$ cat config.mk
export PLATFORM = sky130hd
export DESIGN_NAME = gmii_rx_framer
export DESIGN_NICKNAME = d
export VERILOG_FILES = /design/src/rtl/eth_pkg.sv /design/src/rtl/gmii_rx_framer.sv
export SDC_FILE = /design/constraint.sdc
export NUM_CORES = 1
export LEC_CHECK = 0
export CAP_MARGIN = 20
export CORE_MARGIN = 4
export CORE_UTILIZATION = 45
export CTS_CLUSTER_DIAMETER = 60
export CTS_CLUSTER_SIZE = 12
export DETAILED_ROUTE_END_ITERATION = 7
export PLACE_DENSITY = 0.68
export SYNTH_ARGS = -nofsm -noshare
export SYNTH_HDL_FRONTEND = slang
export SYNTH_SLANG_ARGS = --single-unit
$ cat constraint.sdc
create_clock -name clk -period 2.91 [get_ports clk]
set_clock_uncertainty 0.1 [all_clocks]
set_input_delay 0.873 -clock clk [delete_from_list [all_inputs] [get_ports clk]]
set_output_delay 0.873 -clock clk [all_outputs]
set_load 0.01 [all_outputs]
$ cat src/rtl/eth_pkg.sv
// Shared Ethernet receive constants and the framer state encoding.
package eth_pkg;

    localparam logic [7:0] ETH_PREAMBLE_BYTE = 8'h55;
    localparam logic [7:0] ETH_SFD_BYTE      = 8'hD5;
    localparam int         ETH_MAX_FRAME     = 1522;

    typedef enum logic [1:0] {
        IDLE,
        PREAMBLE,
        PAYLOAD,
        DROP
    } rx_framer_state_e;

endpackage

$ cat src/rtl/gmii_rx_framer.sv
// GMII receive framer: validates and strips preamble/SFD, emits DA..FCS bytes
// through a one-byte hold stage so eof lands on the last byte itself.
module gmii_rx_framer
    import eth_pkg::*;
#(
    parameter int MIN_PREAMBLE    = 1,
    parameter int MAX_FRAME_BYTES = ETH_MAX_FRAME,
    parameter int LEN_W           = 16
) (
    input  logic             clk,
    input  logic             rst,
    input  logic [7:0]       gmii_rxd_i,
    input  logic             gmii_rx_dv_i,
    input  logic             gmii_rx_er_i,
    output logic [7:0]       data_o,
    output logic             valid_o,
    output logic             sof_o,
    output logic             eof_o,
    output logic             err_o,
    output logic [LEN_W-1:0] len_o,
    output logic [15:0]      drop_cnt_o
);

    localparam logic [3:0]       MIN_PRE = 4'(MIN_PREAMBLE);
    localparam logic [LEN_W-1:0] MAX_LEN = LEN_W'(MAX_FRAME_BYTES);

    rx_framer_state_e state_q;
    logic [3:0]       pre_cnt_q, pre_cnt_d;
    logic [LEN_W-1:0] len_q, len_d;
    logic             err_flag_q;
    logic             first_q;

    logic [7:0]       hold_data_q;
    logic             hold_valid_q;
    logic             hold_sof_q;

    logic [7:0]       data_q;
    logic             valid_q, sof_q, eof_q, err_q;
    logic [LEN_W-1:0] len_out_q;
    logic [15:0]      drop_cnt_q, drop_cnt_d;

    // Saturating increments shared by the state machine below.
    always_comb begin
        len_d      = (len_q == '1) ? len_q : len_q + LEN_W'(1);
        pre_cnt_d  = (pre_cnt_q == 4'hF) ? pre_cnt_q : pre_cnt_q + 4'd1;
        drop_cnt_d = (drop_cnt_q == 16'hFFFF) ? drop_cnt_q : drop_cnt_q + 16'd1;
    end

    // NOTE: every register here, including the hold byte, uses <= so all
    // state updates see the same pre-edge values regardless of statement order.
    always_ff @(posedge clk) begin
        if (rst) begin
            state_q      <= IDLE;
            pre_cnt_q    <= '0;
            len_q        <= '0;
            err_flag_q   <= 1'b0;
            first_q      <= 1'b0;
            hold_data_q  <= '0;
            hold_valid_q <= 1'b0;
            hold_sof_q   <= 1'b0;
            data_q       <= '0;
            valid_q      <= 1'b0;
            sof_q        <= 1'b0;
            eof_q        <= 1'b0;
            err_q        <= 1'b0;
            len_out_q    <= '0;
            drop_cnt_q   <= '0;
        end else begin
            valid_q <= 1'b0;
            sof_q   <= 1'b0;
            eof_q   <= 1'b0;
            err_q   <= 1'b0;

            case (state_q)
                IDLE: begin
                    if (gmii_rx_dv_i) begin
                        if (gmii_rxd_i == ETH_PREAMBLE_BYTE) begin
                            state_q   <= PREAMBLE;
                            pre_cnt_q <= 4'd1;
                        end else begin
                            state_q    <= DROP;
                            drop_cnt_q <= drop_cnt_d;
                        end
                    end
                end

                PREAMBLE: begin
                    if (!gmii_rx_dv_i) begin
                        state_q    <= IDLE;
                        drop_cnt_q <= drop_cnt_d;
                    end else if (gmii_rx_er_i) begin
                        state_q    <= DROP;
                        drop_cnt_q <= drop_cnt_d;
                    end else if (gmii_rxd_i == ETH_PREAMBLE_BYTE) begin
                        pre_cnt_q <= pre_cnt_d;
                    end else if (gmii_rxd_i == ETH_SFD_BYTE && pre_cnt_q >= MIN_PRE) begin
                        state_q      <= PAYLOAD;
                        len_q        <= '0;
                        err_flag_q   <= 1'b0;
                        first_q      <= 1'b1;
                        hold_valid_q <= 1'b0;
                    end else begin
                        state_q    <= DROP;
                        drop_cnt_q <= drop_cnt_d;
                    end
                end

                PAYLOAD: begin
                    if (gmii_rx_dv_i) begin
                        if (hold_valid_q) begin
                            valid_q <= 1'b1;
                            data_q  <= hold_data_q;
                            sof_q   <= hold_sof_q;
                        end
                        hold_data_q  <= gmii_rxd_i;
                        hold_valid_q <= 1'b1;
                        hold_sof_q   <= first_q;
                        first_q      <= 1'b0;
                        len_q        <= len_d;
                        if (gmii_rx_er_i || len_d > MAX_LEN)
                            err_flag_q <= 1'b1;
                    end else begin
                        // dv falling flushes the held byte as the frame's last.
                        if (hold_valid_q) begin
                            valid_q   <= 1'b1;
                            data_q    <= hold_data_q;
                            sof_q     <= hold_sof_q;
                            eof_q     <= 1'b1;
                            err_q     <= err_flag_q;
                            len_out_q <= len_q;
                        end
                        hold_valid_q <= 1'b0;
                        state_q      <= IDLE;
                    end
                end

                DROP: begin
                    if (!gmii_rx_dv_i)
                        state_q <= IDLE;
                end

                default: state_q <= IDLE;
            endcase
        end
    end

    assign data_o     = data_q;
    assign valid_o    = valid_q;
    assign sof_o      = sof_q;
    assign eof_o      = eof_q;
    assign err_o      = err_q;
    assign len_o      = len_out_q;
    assign drop_cnt_o = drop_cnt_q;

endmodule

==> key figures, run 1 <==
Floorplanning
  • Rows: 32
  • Core Box Area: 7807 sq um
  • Starting Density: 0.4691
  • Die H: 98.21 microns
  • Die area: 9645 sq um
  • I/O Pins: 56
  • Die Wd: 98.21 microns

GRT
  • GRT Total Usage: 0.1864
  • Global route total overflow: 0
  • Antenna violations before repair: 0
  • First-pass GRT wire length: 15120 microns
  • Largest net degree at the start of global routing: 48
  • Vias in the first global route: 3230

Power and ir drop
  • Comb pwr share: 0.057
  • Sw Ratio: 0.2335
  • Clock power share: 0.435
  • Total power: 2.143 mW
  • Worst VDD drop: 0.2778 mV
  • P_sw: 500.4 uW
  • Pwr dens: 461.4 nW/um^2
  • Internal power: 1.643 mW
  • Flop pwr share: 0.508
  • Leak: 1.594 nW

Worst setup path
  • Cells on worst reg2reg path: 8
  • Crit path depth: 10
  • Reg2reg start: len_q[0]$_SDFFE_PP0P_
  • CP bufs+invs: 3
  • Worst path slowest cell: or4b_4
  • Crit path cell chain: clkdlybuf4s50_1 > nand2_1 > or4b_4 > buf_4 > o311a_1 > nor2_2 > buf_6 > nor3_1 > xnor2_1 > nor2_1
  • Crit-path max FO: 6
  • Cell family with most CP delay: simple AND/OR/NAND/NOR gates
  • Startpoint types: primary input
  • Crit path kind: primary input to flop
  • R2R Path End: err_flag_q$_SDFFE_PP0P_
  • Slowest cell delay on critical path: 0.53 ns
  • Crit path to: drop_cnt_o[5]$_SDFFE_PP0P_
  • Req. time, crit path: 3.04 ns
  • R2R Setup Slk: 0.20 ns
  • Worst EP arrival: 2.92 ns
  • Setup crit end kind: flop
  • Critical path startpoint: gmii_rxd_i[0]

Detailed routing
  • DR iter-0 viols: 176
  • First-pass detailed-route iteration total: 4
  • Vias per cell: 5.524
  • Final ANT Viol Nets: 0
  • Vias: 3458
  • # DRC: 0
  • Routed length per placed instance: 14.09 microns
  • Final WL: 8818 microns

Synth
  • Cell Area, Synth: 3662 sq um
  • Fraction of registers with async set/reset: 0
  • Post-Synth Adder-Cell Area: 0.01708
  • Gate Count Post-Synth: 458
  • Simple-gate area share of the yosys netlist: 0.3129
  • Post-Synth XOR/XNOR Area: 0.04066
  • Seq/Total Area, Yosys: 0.4264
  • Avg Inst Size Synth: 7.996 sq um
  • Ys Warns: 0
  • Synth area leader: dfxtp_1
  • EDFF count, synth: 0
  • Synth Area in Compound Gates: 0.1534
  • Top_reg_cell synth: dfxtp_1
  • Most area-consuming cells after synthesis: dfxtp_1 (43%), nand2_1 (8.1%), a21oi_1 (7.8%)
  • Post-synth top cells: nand2_1 (79), dfxtp_1 (78), a21oi_1 (57), nor2_1 (41)
  • Mux cell area share after synthesis: 0.008541
  • Yosys cell types: 58
  • Top-count cell post-synth: nand2_1
  • #FFs+latches synth: 78
  • Largest family of logic cells by synthesized area: simple AND/OR/NAND/NOR gates
  • Share of the synthesized area in the top cell type: 0.4264
  • Synthesized net count: 475

Place
  • Dpl hpwl: 6106 microns
  • GPL Wtd Cong: 0.8667
  • Post-Place Cell Area: 4369 sq um
  • Placed Instances: 608
  • Setup WS pre-CTS: -0.5747 ns
  • PortBufs: 55

STA
  • Max-slew violation count: 0
  • Setup total negative slack: 0 ns
  • Least-Margin Pin Slew: 0.4926 ns
  • RSZ-0062 raised after global routing: false
  • Setup-failing EPs final: 0
  • Final worst path period need: 2.789 ns
  • Final Hold Vio Count: 0
  • Hold slack: 0.3546 ns
  • Min setup slack post-route: 0.1207 ns
  • Final Cycle Share: 0.9585
  • Achievable clock frequency: 358.5 MHz
  • Rel. slew slack: 0.6716

Cells and area
  • Fillers: 701
  • Design Area, Final: 4644 sq um
  • Diodes inserted: 0
  • Final cell count without fillers: 626
  • Core Util, Final: 0.5949
  • Layout net count: 536
  • Layout area overhead: 26.82%
  • Share of layout cells above drive strength 1: 0.1088

Clock tree
  • CTS Hold Buffers Added: 0
  • Worst-Skew Late Latency: 0.35 ns
  • CTS tree: done
  • CTS clk-pin slew, worst paths: 0.09 ns
  • Clock buffer depth: 2
  • # clock sinks: 78
  • Total number of H-tree levels: 3
  • Num CTS Buffers: 9
  • Clock root buffer: clkbuf_8

Status
  • Status: completed

Hold path
  • Worst Hold Class: flop to flop
  • Hold Crit Start: len_o[5]$_SDFFE_PP0P_

Job
  • Max Cap Viol: 0
-- how the worst min path moves through the flow --
stage	to	slack (ns)	cells past startpoint
floorplan	sof_o$_SDFF_PP0_	0.33	1
global placement	len_o[7]$_SDFFE_PP0P_	0.34	2
detailed placement	sof_o$_SDFF_PP0_	0.34	1
CTS	len_o[5]$_SDFFE_PP0P_	0.36	2
global route	len_o[5]$_SDFFE_PP0P_	0.38	2
finish	len_o[5]$_SDFFE_PP0P_	0.35	2
-- power by group through the flow --
stage	logic, mW	clock network, mW	registers, mW
3_5_place_dp	0.119	0	1.11
2_1_floorplan	0.0652	0	1.11
6_report	0.122	0.931	1.09
3_3_place_gp	0.117	0	1.11
4_1_cts	0.122	0.951	1.09
5_1_grt	0.134	0.998	1.09
-- what timing repair did --
action                                  CTS  global route
resized for setup                         7             3
buffers inserted                          2             0
gates cloned                              0             0
endpoints found under the setup margin   32            24
pin swaps                                 4             2
-- routing by layer --
layer  track usage  routed length [microns]
met1        0.2504                     4074
met4       0.05882                      152
met3       0.04357                      352
met2        0.2974                     4238
met5             0                        0
-- cell families (layout without fill, tap and decap cells) --
group,count (synthesis),after routing
AO/OA/AOI/OAI,94,94
multiplexers,3,3
buffers and inverters,36,102
AND/OR/NAND/NOR,225,225
adder cells (fa/ha/maj),5,5
flip-flops,78,78
XOR/XNOR,17,17
-- cells in the final DEF, fill, tap and decap left out, drive strengths merged, types with 3 or more instances in the layout --
cell type      netlist  final
nor4                 5      5
buf                  7     23
and2                 6      6
inv                  9     10
xnor2               10     10
nor3                19     19
nand2               79     79
a21oi               58     58
and3                 5      5
and4                 4      4
a21o                 3      3
clkdlybuf4s50        0     50
xor2                 7      7
nand3               21     21
nor2b                3      3
nand2b               5      5
a22oi                6      6
dfxtp               78     78
dlygate4sd2          0      3
nor2                42     42
nand4               10     10
clkbuf              20     10
or3                 10     10
o21ai               14     14
or2                  3      3
ha                   5      5
or4b                 3      3
-- area by class of cell --
type	instances	area, sq um	share of cell area
clock buffers	10	137.6	0.02963
clock inverters	6	93.84	0.02020
inverters	9	33.78	0.007274
multi-input cells	344	1977	0.4256
flip-flops and latches	78	1562	0.3362
well taps	102	127.6	0.02748
repair buffers	77	713.2	0.1536
-- worst register-to-register path, stage by stage, from the launching register on --
cell and delay [ns]:
dfxtp_1 0.47, ha_1 0.30, nand3_2 0.21, or4_4 0.67, nand4_1 0.17, xor2_1 0.10
a21oi_1 0.15, nand3_1 0.13, a2111oi_2 0.30
-- state kept, by name (all words and copies together), names as in the netlist, 2 cells and up --
| register | count |
|---|---|
| len_q | 16 |
| len_o | 16 |
| hold_data_q | 8 |
| drop_cnt_o | 16 |
| state_q | 2 |
| data_o | 8 |
| pre_cnt_q | 4 |
No activity file was read; power rests on OpenSTA's default activity.
==> run 2, diff against run 1 <==
- PLACE_DENSITY: 0.68 -> 0.76
==> run 2 against run 1 <==
Compared with the run above: cell area grew 0.40%; sequential share of layout area fell by 0.14 points; fmax is 0.99% lower; global-route usage is 0.66 points lower; worst setup slack worse by 0.028 ns; die area unchanged; register-to-register slack better by 0.02 ns; routed wire length fell by 2.3%; non-clock buffer count is 1 higher; highest routed layer unchanged.
==> key figures, run 2 (synthesis gave the netlist of run 1 again) <==
GRT
  • Antenna violations before repair: 0
  • Largest net degree at the start of global routing: 56
  • Vias in the first global route: 3256
  • Global route total overflow: 0
  • First-pass GRT wire length: 14610 microns
  • GRT Total Usage: 0.1798

Place
  • GPL Wtd Cong: 0.8901
  • Placed Instances: 610
  • Post-Place Cell Area: 4409 sq um
  • PortBufs: 55
  • Dpl hpwl: 6071 microns

Clock tree
  • CTS tree: done
  • CTS Hold Buffers Added: 0
  • CTS clk-pin slew, worst paths: 0.08 ns
  • Num CTS Buffers: 9
  • Clock buffer depth: 2
  • # clock sinks: 78
  • Total number of H-tree levels: 3
  • Worst-Skew Late Latency: 0.34 ns
  • Clock root buffer: clkbuf_8

Worst setup path
  • Worst EP arrival: 2.94 ns
  • Setup crit end kind: flop
  • Req. time, crit path: 3.04 ns
  • Crit path kind: primary input to flop
  • Startpoint types: primary input
  • Crit-path max FO: 3

Cells and area
  • Layout area overhead: 27.33%
  • Leading cell type in the layout, fill and taps excluded: nand2_1
  • Multi-input gate area: 1999 sq um
  • Final cell count without fillers: 627
  • Layout net count: 537
  • Commonest non-fill, non-tap cells in the layout: nand2_1 (79), dfxtp_1 (78), a21oi_1 (57)
  • FF+latch area: 1562 sq um
  • Fillers: 704
  • Share of layout cells above drive strength 1: 0.1162
  • Design Area, Final: 4663 sq um
  • Diodes inserted: 0

Detailed routing
  • Final WL: 8616 microns
  • Final ANT Viol Nets: 0
  • First-pass detailed-route iteration total: 4
  • # DRC: 0
  • Routed length per placed instance: 13.74 microns
  • Vias: 3419
  • DR iter-0 viols: 110
  • Vias per cell: 5.453

Floorplanning
  • Die Wd: 98.21 microns
  • I/O Pins: 56
  • Die H: 98.21 microns
  • Core Box Area: 7807 sq um
  • Rows: 32
  • Die area: 9645 sq um
  • Starting Density: 0.4691

Power and ir drop
  • Leak: 1.596 nW
  • Worst VDD drop: 0.2681 mV
  • Pwr dens: 433.6 nW/um^2

Status
  • Status: completed

STA
  • Rel. slew slack: 0.6661
  • Max-slew violation count: 0
  • Least-Margin Pin Slew: 0.4967 ns
  • Final worst path period need: 2.817 ns
  • Final Cycle Share: 0.9681
  • Setup-failing EPs final: 0
  • Achievable clock frequency: 354.9 MHz
  • RSZ-0062 raised after global routing: false
  • Final Hold Vio Count: 0
  • Hold slack: 0.3569 ns

Hold path
  • Worst Hold Class: flop to flop

Job
  • Max Cap Viol: 0
[run 2: cell count changes in the layout (fill, tap and decap cells not counted), sizes merged]
cell / delta
clkinvlp: +1
buf: +1
bufinv: -1
[run 2: power breakdown]
part,switching (mW),internal [mW],total [mW]
sequential,0.0125,1.08,1.09
clock,0.407,0.402,0.809
combinational,0.0682,0.0553,0.124
total,0.488,1.53,2.02
[run 2: final cells by class]
cell class | count | share of cell area
Clock buffer | 10 | 0.02737
Clock inverter | 6 | 0.01529
Inverter | 9 | 0.007244
Multi-Input combinational cell | 344 | 0.4288
Sequential cell | 78 | 0.3349
Tap cell | 102 | 0.02737
Timing Repair Buffer | 78 | 0.1591
[run 2: worst paths after layout]
kind | slack, ns | cells past startpoint | endpoint | from
worst max-delay path | 0.09 | 8 | pre_cnt_q[3]$_SDFFE_PP0P_ | gmii_rxd_i[6]
worst min-delay path | 0.36 | 2 | len_o[9]$_SDFFE_PP0P_ | len_o[9]$_SDFFE_PP0P_
worst max register to register | 0.22 | 8 | err_flag_q$_SDFFE_PP0P_ | len_q[0]$_SDFFE_PP0P_
worst min register to register | 0.36 | 2 | len_o[9]$_SDFFE_PP0P_ | len_o[9]$_SDFFE_PP0P_
[run 2: timing repair]
item	4_1_cts	5_1_grt
gates resized for setup	7	6
cloned	0	0
pin swaps	3	1
buffers inserted	1	0
hold endpoints to repair	0	0
setup endpoints to repair	31	11
[run 2: layer usage]
metal,GRT usage,up-vias,part of all wire
li1,-,1720,-
met1,0.2257,1613,0.45
met2,0.3068,77,0.49
met3,0.03357,9,0.049
met4,0.06723,0,0.013
met5,0,-,0
[run 2: stage by stage]
step / total power, mW / util / setup TNS [ns] / setup slack, ns
final: 2.022 / 0.5973 / 0 / 0.09269
after floorplan: 1.177 / - / 0 / 0.1417
after global routing: 2.112 / 0.5973 / 0 / 0.02374
after CTS: 2.050 / 0.5938 / 0 / 0.06013
after global placement: 1.231 / 0.5647 / -13.69 / -0.4922
after detailed placement: 1.234 / 0.5647 / -17.24 / -0.6070
[run 2: critical path, cell delays in order]
cell	delay (ns)
clkdlybuf4s50_1	0.50
nand2_1	0.09
or4b_4	0.52
or3b_4	0.43
a21oi_4	0.14
nand4_1	0.11
xor2_1	0.22
nor3_2	0.07
